## src/rtl/matmul_seq_fsm_pkg.sv

```systemverilog
// rtl/matmul_seq_fsm_pkg.sv - shared opcodes, state encoding and width helpers for matmul_seq_fsm
package matmul_pkg;

  // Host command opcodes
  localparam logic [1:0] OP_NOP   = 2'b00;
  localparam logic [1:0] OP_LOAD  = 2'b01;
  localparam logic [1:0] OP_STORE = 2'b10;
  localparam logic [1:0] OP_RSVD  = 2'b11;

  // Sequencer state encoding
  typedef enum logic [2:0] {
    ST_IDLE  = 3'd0,
    ST_LOAD  = 3'd1,
    ST_STORE = 3'd2,
    ST_DONE  = 3'd3,
    ST_ERR   = 3'd4
  } state_t;

  // Default block geometry
  localparam int DEF_NUM_IN_BLOCKS  = 8;
  localparam int DEF_NUM_OUT_BLOCKS = 4;
  localparam int DEF_ROWS           = 2;
  localparam int DEF_COLS           = 2;
  localparam int DEF_BLK_W          = 3;

  // Index width for a range of n values; never narrower than one bit
  function automatic int width_of(input int n);
    return (n <= 2) ? 1 : $clog2(n);
  endfunction

  // Shared widths for the default geometry
  localparam int DEF_SEL_W = width_of(DEF_NUM_OUT_BLOCKS);
  localparam int DEF_ROW_W = width_of(DEF_ROWS);
  localparam int DEF_COL_W = width_of(DEF_COLS);

endpackage

```

## src/rtl/matmul_seq_fsm_if.sv

```systemverilog
// rtl/matmul_seq_fsm_if.sv - host/datapath handshake bundle for matmul_seq_fsm (abort port under MATMUL_SEQ_ABORT_EN)
interface matmul_seq_fsm_if
  import matmul_pkg::*;
#(
  parameter int NUM_IN_BLOCKS  = DEF_NUM_IN_BLOCKS,
  parameter int NUM_OUT_BLOCKS = DEF_NUM_OUT_BLOCKS,
  parameter int ROWS           = DEF_ROWS,
  parameter int COLS           = DEF_COLS,
  parameter int BLK_W          = DEF_BLK_W
) ();

  localparam int SEL_W = width_of(NUM_OUT_BLOCKS);
  localparam int ROW_W = width_of(ROWS);
  localparam int COL_W = width_of(COLS);

  logic                     cmd_valid;
  logic                     cmd_ready;
  logic [1:0]               cmd_op;
  logic [BLK_W-1:0]         cmd_block;
  logic                     in_valid;
  logic                     in_ready;
  logic                     out_ready;
  logic                     out_valid;
  logic [NUM_IN_BLOCKS-1:0] block_we;
  logic                     data_we;
  logic [SEL_W-1:0]         jklm_select;
  logic [ROW_W-1:0]         row;
  logic [COL_W-1:0]         column;
  logic                     busy;
  logic                     done;
  logic                     err;
`ifdef MATMUL_SEQ_ABORT_EN
  logic                     abort;

  modport master (
    output cmd_valid, cmd_op, cmd_block, in_valid, out_ready, abort,
    input  cmd_ready, in_ready, out_valid, block_we, data_we, jklm_select,
           row, column, busy, done, err
  );

  modport slave (
    input  cmd_valid, cmd_op, cmd_block, in_valid, out_ready, abort,
    output cmd_ready, in_ready, out_valid, block_we, data_we, jklm_select,
           row, column, busy, done, err
  );
`else
  modport master (
    output cmd_valid, cmd_op, cmd_block, in_valid, out_ready,
    input  cmd_ready, in_ready, out_valid, block_we, data_we, jklm_select,
           row, column, busy, done, err
  );

  modport slave (
    input  cmd_valid, cmd_op, cmd_block, in_valid, out_ready,
    output cmd_ready, in_ready, out_valid, block_we, data_we, jklm_select,
           row, column, busy, done, err
  );
`endif

endinterface

```

## src/rtl/matmul_seq_fsm_rc_counter.sv

```systemverilog
// rtl/matmul_seq_fsm_rc_counter.sv - row-major ROWS x COLS beat counter with clear, advance and last-beat flag
module rc_counter
  import matmul_pkg::*;
#(
  parameter int ROWS = DEF_ROWS,
  parameter int COLS = DEF_COLS
) (
  input  logic                      clk,
  input  logic                      reset,
  input  logic                      clear,
  input  logic                      advance,
  output logic [width_of(ROWS)-1:0] row,
  output logic [width_of(COLS)-1:0] column,
  output logic                      last
);

  localparam int ROW_W = width_of(ROWS);
  localparam int COL_W = width_of(COLS);
  localparam logic [ROW_W-1:0] ROW_LAST = ROW_W'(ROWS - 1);
  localparam logic [COL_W-1:0] COL_LAST = COL_W'(COLS - 1);

  // Column steps every beat; row steps when the column wraps; both wrap to 0 after the final beat
  always_ff @(posedge clk or posedge reset) begin
    if (reset) begin
      row    <= '0;
      column <= '0;
    end else if (clear) begin
      row    <= '0;
      column <= '0;
    end else if (advance) begin
      if (column == COL_LAST) begin
        column <= '0;
        row    <= (row == ROW_LAST) ? '0 : row + 1'b1;
      end else begin
        column <= column + 1'b1;
      end
    end
  end

  // Current position is the final beat of the block
  assign last = (row == ROW_LAST) && (column == COL_LAST);

endmodule

```

## src/rtl/matmul_seq_fsm.sv

```systemverilog
// rtl/matmul_seq_fsm.sv - matrix-multiply load/store sequencing FSM (optional abort via MATMUL_SEQ_ABORT_EN)
module matmul_seq_fsm
  import matmul_pkg::*;
#(
  parameter int NUM_IN_BLOCKS  = DEF_NUM_IN_BLOCKS,
  parameter int NUM_OUT_BLOCKS = DEF_NUM_OUT_BLOCKS,
  parameter int ROWS           = DEF_ROWS,
  parameter int COLS           = DEF_COLS,
  parameter int BLK_W          = DEF_BLK_W
) (
  input logic            clk,
  input logic            reset,
  matmul_seq_fsm_if.slave bus
);

  localparam int SEL_W = width_of(NUM_OUT_BLOCKS);

  state_t           state;
  state_t           state_next;
  logic [BLK_W-1:0] blk_q;
  logic             accept;
  logic             load_ok;
  logic             store_ok;
  logic             abort_hit;
  logic             beat;
  logic             clear;
  logic             last;

  assign accept   = (state == ST_IDLE) && bus.cmd_valid;
  assign load_ok  = 32'(bus.cmd_block) < NUM_IN_BLOCKS;
  assign store_ok = 32'(bus.cmd_block) < NUM_OUT_BLOCKS;

`ifdef MATMUL_SEQ_ABORT_EN
  // Abort only has meaning while a block walk is in progress
  assign abort_hit = bus.abort && ((state == ST_LOAD) || (state == ST_STORE));
`else
  assign abort_hit = 1'b0;
`endif

  // A beat moves when the active side handshakes and no abort cancels it
  assign beat  = !abort_hit &&
                 (((state == ST_LOAD) && bus.in_valid) ||
                  ((state == ST_STORE) && bus.out_ready));

  // Counters restart on every new command and after an abort so IDLE reads (0,0)
  assign clear = accept || abort_hit;

  rc_counter #(
    .ROWS (ROWS),
    .COLS (COLS)
  ) u_rc_counter (
    .clk     (clk),
    .reset   (reset),
    .clear   (clear),
    .advance (beat),
    .row     (bus.row),
    .column  (bus.column),
    .last    (last)
  );

  // Target block captured with the command
  always_ff @(posedge clk or posedge reset) begin
    if (reset) begin
      blk_q <= '0;
    end else if (accept) begin
      blk_q <= bus.cmd_block;
    end
  end

  // State register
  always_ff @(posedge clk or posedge reset) begin
    if (reset) begin
      state <= ST_IDLE;
    end else begin
      state <= state_next;
    end
  end

  // Next-state decode: command dispatch in IDLE, walk until the last beat, single-cycle DONE/ERR
  always_comb begin
    state_next = state;
    case (state)
      ST_IDLE: begin
        if (bus.cmd_valid) begin
          case (bus.cmd_op)
            OP_NOP:   state_next = ST_DONE;
            OP_LOAD:  state_next = load_ok ? ST_LOAD : ST_ERR;
            OP_STORE: state_next = store_ok ? ST_STORE : ST_ERR;
            default:  state_next = ST_ERR;
          endcase
        end
      end
      ST_LOAD, ST_STORE: begin
        if (abort_hit) begin
          state_next = ST_IDLE;
        end else if (beat && last) begin
          state_next = ST_DONE;
        end
      end
      ST_DONE:  state_next = ST_IDLE;
      ST_ERR:   state_next = ST_IDLE;
      default:  state_next = ST_IDLE;
    endcase
  end

  // Output decode; an aborting cycle also drops the handshakes so neither side sees a transfer
  always_comb begin
    bus.cmd_ready   = 1'b0;
    bus.in_ready    = 1'b0;
    bus.out_valid   = 1'b0;
    bus.block_we    = '0;
    bus.data_we     = 1'b0;
    bus.jklm_select = '0;
    bus.busy        = (state != ST_IDLE);
    bus.done        = 1'b0;
    bus.err         = 1'b0;
    case (state)
      ST_IDLE: begin
        bus.cmd_ready = 1'b1;
      end
      ST_LOAD: begin
        bus.in_ready = !abort_hit;
        if (bus.in_valid && !abort_hit) begin
          bus.block_we = NUM_IN_BLOCKS'(1) << blk_q;
        end
      end
      ST_STORE: begin
        bus.out_valid   = !abort_hit;
        bus.data_we     = !abort_hit;
        bus.jklm_select = blk_q[SEL_W-1:0];
      end
      ST_DONE: begin
        bus.done = 1'b1;
      end
      ST_ERR: begin
        bus.err = 1'b1;
      end
      default: begin
        bus.busy = 1'b1;
      end
    endcase
    if (abort_hit) begin
      bus.err = 1'b1;
    end
  end

endmodule

```

## src/flat_wrapper.sv

```systemverilog
// flat-port wrapper written by rule: the top's interface ports become plain ports
module matmul_seq_fsm_flat import matmul_pkg::*;
#(
  parameter int NUM_IN_BLOCKS  = DEF_NUM_IN_BLOCKS,
  parameter int NUM_OUT_BLOCKS = DEF_NUM_OUT_BLOCKS,
  parameter int ROWS           = DEF_ROWS,
  parameter int COLS           = DEF_COLS,
  parameter int BLK_W          = DEF_BLK_W
)
  (clk, reset, bus_cmd_valid, bus_cmd_op, bus_cmd_block, bus_in_valid, bus_out_ready, bus_cmd_ready, bus_in_ready, bus_out_valid, bus_block_we, bus_data_we, bus_jklm_select, bus_row, bus_column, bus_busy, bus_done, bus_err);
  matmul_seq_fsm_if #(.NUM_IN_BLOCKS(NUM_IN_BLOCKS), .NUM_OUT_BLOCKS(NUM_OUT_BLOCKS), .ROWS(ROWS), .COLS(COLS), .BLK_W(BLK_W)) bus_i ();
  input logic clk;
  input logic reset;
  input wire logic [$bits(bus_i.cmd_valid)-1:0] bus_cmd_valid;
  input wire logic [$bits(bus_i.cmd_op)-1:0] bus_cmd_op;
  input wire logic [$bits(bus_i.cmd_block)-1:0] bus_cmd_block;
  input wire logic [$bits(bus_i.in_valid)-1:0] bus_in_valid;
  input wire logic [$bits(bus_i.out_ready)-1:0] bus_out_ready;
  output wire logic [$bits(bus_i.cmd_ready)-1:0] bus_cmd_ready;
  output wire logic [$bits(bus_i.in_ready)-1:0] bus_in_ready;
  output wire logic [$bits(bus_i.out_valid)-1:0] bus_out_valid;
  output wire logic [$bits(bus_i.block_we)-1:0] bus_block_we;
  output wire logic [$bits(bus_i.data_we)-1:0] bus_data_we;
  output wire logic [$bits(bus_i.jklm_select)-1:0] bus_jklm_select;
  output wire logic [$bits(bus_i.row)-1:0] bus_row;
  output wire logic [$bits(bus_i.column)-1:0] bus_column;
  output wire logic [$bits(bus_i.busy)-1:0] bus_busy;
  output wire logic [$bits(bus_i.done)-1:0] bus_done;
  output wire logic [$bits(bus_i.err)-1:0] bus_err;
  assign bus_i.cmd_valid = bus_cmd_valid;
  assign bus_i.cmd_op = bus_cmd_op;
  assign bus_i.cmd_block = bus_cmd_block;
  assign bus_i.in_valid = bus_in_valid;
  assign bus_i.out_ready = bus_out_ready;
  assign bus_cmd_ready = bus_i.cmd_ready;
  assign bus_in_ready = bus_i.in_ready;
  assign bus_out_valid = bus_i.out_valid;
  assign bus_block_we = bus_i.block_we;
  assign bus_data_we = bus_i.data_we;
  assign bus_jklm_select = bus_i.jklm_select;
  assign bus_row = bus_i.row;
  assign bus_column = bus_i.column;
  assign bus_busy = bus_i.busy;
  assign bus_done = bus_i.done;
  assign bus_err = bus_i.err;
  matmul_seq_fsm #(.NUM_IN_BLOCKS(NUM_IN_BLOCKS), .NUM_OUT_BLOCKS(NUM_OUT_BLOCKS), .ROWS(ROWS), .COLS(COLS), .BLK_W(BLK_W)) u_core (.clk(clk), .reset(reset), .bus(bus_i));
endmodule
```

## config.mk

```make
export PLATFORM = sky130hd
export DESIGN_NAME = matmul_seq_fsm_flat
export DESIGN_NICKNAME = d
export VERILOG_FILES = /design/src/rtl/matmul_seq_fsm_pkg.sv /design/src/rtl/matmul_seq_fsm_if.sv /design/src/rtl/matmul_seq_fsm_rc_counter.sv /design/src/rtl/matmul_seq_fsm.sv /design/src/flat_wrapper.sv
export SDC_FILE = /design/constraint.sdc
export NUM_CORES = 1
export LEC_CHECK = 0
export CAP_MARGIN = 10
export CORE_UTILIZATION = 35
export CTS_CLUSTER_DIAMETER = 60
export DETAILED_ROUTE_END_ITERATION = 6
export HOLD_SLACK_MARGIN = 0.1
export PLACE_DENSITY = 0.8
export SLEW_MARGIN = 20
export SYNTH_ARGS = -nofsm -noshare
export SYNTH_HDL_FRONTEND = slang
export SYNTH_SLANG_ARGS = --single-unit
export TNS_END_PERCENT = 1
```

## constraint.sdc

```tcl
create_clock -name clk -period 3.3 [get_ports clk]
set_input_delay 0.825 -clock clk [delete_from_list [all_inputs] [get_ports clk]]
set_output_delay 0.825 -clock clk [all_outputs]
set_load 0.05 [all_outputs]
```

==> metrics.md <==
| Metric | Value |
|---|---|
| CP Launch Type | input pin |
| Crit share post-route | between 90 and 100% |
| Max cap viols | 0 |
| Worst setup path category | in2out |
| Syn Nets | 69 |
| Final setup fails | 0 |
| Die W | 41.6 um |
| Cell family with most CP delay | simple AND/OR/NAND/NOR gates |
| Final hold vios | 0 |
| GRT Overall Usage | 18.4% |
| Drt total wl | approximately 1.4 mm |
| Top cells by area, synth | dfrtp_1 (36%), mux2_4 (8.2%), nor2_1 (5.5%), nand2_1 (3.4%), nand2b_1 (3.4%) |
| Worst EP arrival | around 2.2 ns |
| Port-buffer cells | 28 |
| Die ar. | 1730 sq um |
| Antenna Cells | 0 |
| Crit path cell chain | clkdlybuf4s50_1, and4bb_4, nand2b_1, nor3_1, buf_12 |
| Antenna-violating nets left | 0 |
| Max_slew headroom | between 60% and 70% |
| Area occupied by multi-input gates | around 310 sq um |
| Final min period | approximately 3.0 ns |
| Layout cells sized above 1 | roughly 22% |
| Number of synthesized register bits | 8 |
| First-pass GRT wire length | about 2.5 mm |
| Initial antenna violation count | 0 |
| Vias per cell | around 5.5 |
| Final #Nets | 99 |
| Final Wtd Congestion | around 0.84 |
| Root buffer cell | clkbuf_4 |
| Post-CTS Hold Fix Bufs | 0 |
| Outcome | completed |
| CTS tree | built |
| Avg Cell Area, Syn | 9.31 sq um |
| Fin Setup TNS | 0 ns |
| Post-DP HPWL | 1.11 mm |
| Core area | between 1000 and 1500 sq um |
| Max-slew violations | 0 |
| Pin count of the biggest net entering global routing | 14 |
| Buf/Inv on CP | 2 |
| Leak | between 0.4 and 0.5 nW |
| Synth area leader | dfrtp_1 |
| Total power draw | slightly below 900 uW |
| # rows | 13 |
| GRT Residual Overflow | 0 |
| Syn Std Cell Area | around 550 sq um |
| Worst hold path class | reg2reg |
| CTS-repair resized insts | 0 |
| Placed cell count | 99 |
| Worst-path clk slew | about 0.050 ns |
| DRC viols | 0 |
| Ports | 29 |
| Sequential Area | ~200 sq um |
| Die Ht | about 42 um |
| Setup bufs post-CTS | 0 |
| Wirelength per Cell | 13.6 um |
| Register area share after synthesis | 36.4% |
| Pwr dens | roughly 960 nW/um^2 |
| Max Freq | 0.332 GHz |
| Syn-to-layout area delta | 69.5% |
| Post-synthesis cell type count | 27 |
| Post-synth top area share | between 30% and 40% |
| Clock Skew | ~0.0013 ns |
| Fin cells | 102 |
| Worst vdd ir | 0.574 mV |
| Tightest Pin Transition | between 0.4 and 0.5 ns |
| 1st-iter DRT viols | 14 |
| CTS H-tree depth | 1 |
| CTS sink cnt | 8 |
| CTS buffer count | 3 |
| Worst path slowest cell | clkdlybuf4s50_1 |
| Vias post-DR | between 500 and 600 |
| Clk_lat worst skew | 0.25 ns |
| Pre-antenna DRT Iters | 5 |
| Req. time, crit path | approximately 2.5 ns |
| Vias in the first global route | approximately 530 |
| Worst setup EP type | output pin |
| Maximum clock path buffer count | 2 |
| Fillers | ~110 |
| Delay of the slowest critical-path stage | approximately 0.49 ns |
| Initial core utilization | 39.7% |
| Syn Inst Count | 59 |
| RSZ-0062 raised after global routing | no |
| Crit-path max FO | 4 |
| Synth Warn # | 0 |
## final timing paths
| check | startpoint | to | slack (ns) | cells after the start |
|---|---|---|---|---|
| setup / recovery | bus_in_valid | bus_block_we[0] | 0.29 | 5 |
| hold / removal | u_core.blk_q[2] | u_core.blk_q[2] | 0.53 | 1 |
| setup reg to reg | u_core.state[1] | u_core.u_rc_counter.column | 1.85 | 4 |
| hold reg to reg | u_core.blk_q[2] | u_core.blk_q[2] | 0.53 | 1 |
| max in group asynchronous | reset | u_core.state[2] | 2.25 | 2 |
| min in group asynchronous | reset | u_core.state[1] | 0.82 | 2 |
## registers in the layout, indices dropped and copies added (netlist names)
register                    count
u_core.blk_q                    3
u_core.state                    3
u_core.u_rc_counter.column      1
u_core.u_rc_counter.row         1
## cells by family (layout without fill, tap and decap cells)
logic type	after synthesis	count (layout)	share of synthesized area [%]
multiplexers	4	4	10.0
XOR/XNOR	1	1	1.59
buffers and inverters	7	35	6.38
AO/OA/AOI/OAI	8	8	11.2
AND/OR/NAND/NOR	31	31	34.4
flip-flops	8	8	36.4
## power breakdown
part | internal [mW] | total [mW] | switching, mW
Sequential | 0.141 | 0.230 | 0.0886
Clock | 0.0417 | 0.0758 | 0.0341
Combinational | 0.243 | 0.587 | 0.344
Total | 0.426 | 0.892 | 0.466
## cell usage after synthesis (all sizes together)
master,n
nor3b,2
and4bb,1
xnor2,1
mux2,3
a31o,1
dfrtp,8
and3,2
nand4,1
nor3,3
inv,4
o21bai,1
mux2i,1
and3b,1
o21ai,1
nor2b,2
nor2,8
a21oi,3
and2,1
nand2b,3
a211oi,1
nand2,7
buf,3
o32ai,1
## cell usage in the layout, fill, tap and decap left out
cell type	n
a211oi_1	1
a21oi_1	3
a31o_4	1
and2_1	1
and3_1	2
and3b_1	1
and4bb_4	1
buf_12	8
clkbuf_4	3
clkdlybuf4s50_1	20
dfrtp_1	8
inv_1	4
mux2_4	3
mux2i_1	1
nand2_1	5
nand2_2	1
nand2_4	1
nand2b_1	3
nand4_1	1
nor2_1	8
nor2b_1	2
nor3_1	2
nor3_4	1
nor3b_1	2
o21ai_0	1
o21bai_1	1
o32ai_1	1
xnor2_1	1
## area by class of cell
cell class | count | area share [%]
Inverter | 4 | 1.61
Sequential cell | 8 | 21.5
Timing Repair Buffer | 28 | 38.7
Multi-Input combinational cell | 44 | 33.7
Tap cell | 15 | 2.02
Clock buffer | 3 | 2.42
## routing by layer
metal | share of wire (%) | up-vias | global-route usage (%)
met5 | 0 | - | 0
met2 | 48 | 28 | 28.7
met4 | 2.1 | 0 | 9.68
met3 | 6.8 | 6 | 4.35
met1 | 42 | 267 | 23.4
li1 | - | 260 | -
## per-stage QoR
step | hold WS, ns | util (%) | worst slack, ns | cell area, sq um
4_1_cts | 0.537 | 67.3 | 0.294 | 931
3_5_place_dp | 0.525 | 65.7 | 0.322 | 908
5_1_grt | 0.567 | 67.3 | 0.203 | 931
3_3_place_gp | 0.523 | 65.7 | 0.350 | 908
2_1_floorplan | 0.495 | - | 0.263 | 549
6_report | 0.534 | 67.3 | 0.289 | 931
(Power assumes the default switching activity.)
==> variant, RTL diff (config.mk and constraints unchanged) <==
The 5 states of `state_t` get a one-hot encoding in 5 bits.
--- a/src/rtl/matmul_seq_fsm_pkg.sv
+++ b/src/rtl/matmul_seq_fsm_pkg.sv
@@ -10,8 +10,8 @@
   // Sequencer state encoding
-  typedef enum logic [2:0] {
-    ST_IDLE  = 3'd0,
-    ST_LOAD  = 3'd1,
-    ST_STORE = 3'd2,
-    ST_DONE  = 3'd3,
-    ST_ERR   = 3'd4
+  typedef enum logic [4:0] {
+    ST_IDLE  = 5'b00001,
+    ST_LOAD  = 5'b00010,
+    ST_STORE = 5'b00100,
+    ST_DONE  = 5'b01000,
+    ST_ERR   = 5'b10000
   } state_t;
Behaviour: no difference found for any inputs over 10 cycles, from zero or initial values and one cycle with reset high; not proved beyond that.
==> variant against the unedited design <==
Synthesized area up 12%; via count increased by 12%; routed wire length increased by 18%; count of clock-buffer cells in the layout up 1; worst setup slack got worse by 0.060 ns; cell count up 9.8%; sequential cell count rose by 2; design area increased by 9.5%; register-to-register slack worse by 0.10 ns; power fell by 2.9%; largest power group unchanged.
==> variant: results (changes against the unedited design) <==
Yosys
  • Synth Flop Type: dfrtp_1
  • Average cell area after synthesis: 9.31 sq um (about the same)
  • Synth area leaders: dfrtp_1 (37%), nor2_1 (7.3%), mux2_2 (5.5%), dfstp_2 (4.3%), and3_1 (4.1%)
  • Top cells by count, synth: nor2_1 (12), dfrtp_1 (9), nand2_1 (5)
  • Synth unique cells: 30 (+11%)
  • Ys async rst share: 1.00 (unchanged)
  • Yosys Warn Count: 0 (unchanged)
  • Seq/Total Area, Yosys: 0.409 (+0.0449)
  • Syn Nets: 76 (+10%)

Placement
  • Hpwl dp: 1.28 mm (+16%)
  • GPL Wtd Cong: 0.808 (-4.3%)
  • Input/output buffers: 28 (unchanged)

Clocking
  • Clk Latency, worst-skew pair: 0.28 ns (+0.03 ns)
  • Worst-path clk slew: 0.07 ns (+0.02 ns)
  • Num CTS Buffers: 3 (unchanged)
  • Cts repair resizes: 0 (unchanged)
  • Max Buffers Root-to-Sink: 2 (unchanged)
  • H-tree depth: 1 (unchanged)
  • CTS Root Cell: clkbuf_4
  • Post-CTS Setup Inserts: 0 (unchanged)

Layout
  • Net count, final: 107 (+8.1%)
  • # diodes: 0 (unchanged)
  • Filler Cell Count: 134 (+24%)
  • Top flop regs: u_core.state (5), u_core.blk_q (3)
  • Layout cells sized above 1: 0.229 (+0.0108)

Power and ir drop
  • Peak supply drop: 0.587 mV (+2.2%)
  • Leakage: 0.440 nW (+9.0%)

Critical path
  • Worst path max stage delay: 0.81 ns (+0.32 ns)
  • Crit. Startpoint: u_core.state[1]$_DFFE_PP0P_
  • Critical Path Fanout Max: 8 (+4)
  • FF-to-FF Start: u_core.state[0]$_DFFE_PP1P_
  • Slowest CP cell: clkdlybuf4s50_1
  • R2R setup slack: 1.75 ns (-0.10 ns)
  • Arr. time, crit path: 2.25 ns (+0.06 ns)

Routing
  • Drt pass-1 iters: 6 (+1)
  • Initial DRC count: 12 (-2)
  • Routed len/inst: 14.6 microns (+7.1%)
  • Vias: 629 (+12%)

STA
  • Worst slew pin tran: 0.515 ns (+0.0223 ns)
  • Worst Skew: 0.00713 ns (+0.00578 ns)
  • Hold slack: 0.527 ns (-0.00760 ns)

Global routing
  • Initial antenna violation count: 0 (unchanged)
  • Largest net degree at the start of global routing: 11 (-3)
  • First-pass GRT wire length: 2.75 mm (+11%)
  • Vias in the first global route: 611 (+15%)
  • GRT Total Usage: 0.203 (+0.0189)

Worst hold path
  • Hold path startpoint: u_core.u_rc_counter.row$_DFFE_PP0P_
  • Hold WC Path Type: flop to flop

Outcome
  • Status: completed
-- variant: changes by cell type after synthesis, moves of 2 or more --
cell     unedited run  this run
a21oi_1             3         0
and3_1              2         4
inv_1               4         2
mux2_2              0         3
mux2_4              3         0
nor2_1              8        12
-- variant: worst paths after layout --
kind,to,cells after the start
max,bus_jklm_select[1],4
min reg2reg,u_core.u_rc_counter.row$_DFFE_PP0P_,1
max reg2reg,u_core.u_rc_counter.column$_DFFE_PP0P_,4
min,u_core.u_rc_counter.row$_DFFE_PP0P_,1
min in group asynchronous,u_core.state[1]$_DFFE_PP0P_,2
max in group asynchronous,u_core.state[0]$_DFFE_PP1P_,2
-- variant: layer usage --
layer	routed length, microns	GRT usage	vias up
met3	82	0.0625	7
met5	0	0	-
met2	843	0.322	17
met1	661	0.241	309
li1	-	-	296
met4	46	0.121	0
-- variant: area by class of cell --
type	instances	share of cell area
well taps	16	0.0196
repair buffers	28	0.353
clock buffers	4	0.0356
multi-input cells	52	0.337
inverters	2	0.00736
flip-flops and latches	10	0.247
-- variant: worst max-delay path: cells and delay by family, from the launching register on --
family | cells | cell delay, ns
flip-flops | 1 | 0.45
AO/OA/AOI/OAI | 1 | 0.23
buffers and inverters | 1 | 0.81
AND/OR/NAND/NOR | 2 | 0.47
-- variant: metrics by stage --
step / setup WS [ns] / cells / instance area [sq um] / util
floorplan: 0.241 / 66 / 614 / -
global placement: 0.342 / 108 / 983 / 0.624
detailed placement: 0.332 / 108 / 983 / 0.624
CTS: 0.216 / 112 / 1020 / 0.647
global route: 0.0591 / 112 / 1020 / 0.647
finish: 0.229 / 112 / 1020 / 0.647
-- variant: cell families (layout without fill, tap and decap cells) --
logic type,Yosys count,in the layout,synth area share
and+or+nand+nor,40,40,0.375
DFF,10,10,0.409
AOI/OAI and AO/OA,8,8,0.114
muxes,4,4,0.0713
buffers and inverters,4,34,0.0306
-- variant: power by group --
group          switching (mW)  leakage, nW  internal, mW
combinational           0.313        0.291         0.196
clock                  0.0466       0.0210        0.0672
sequential             0.0679        0.127         0.175
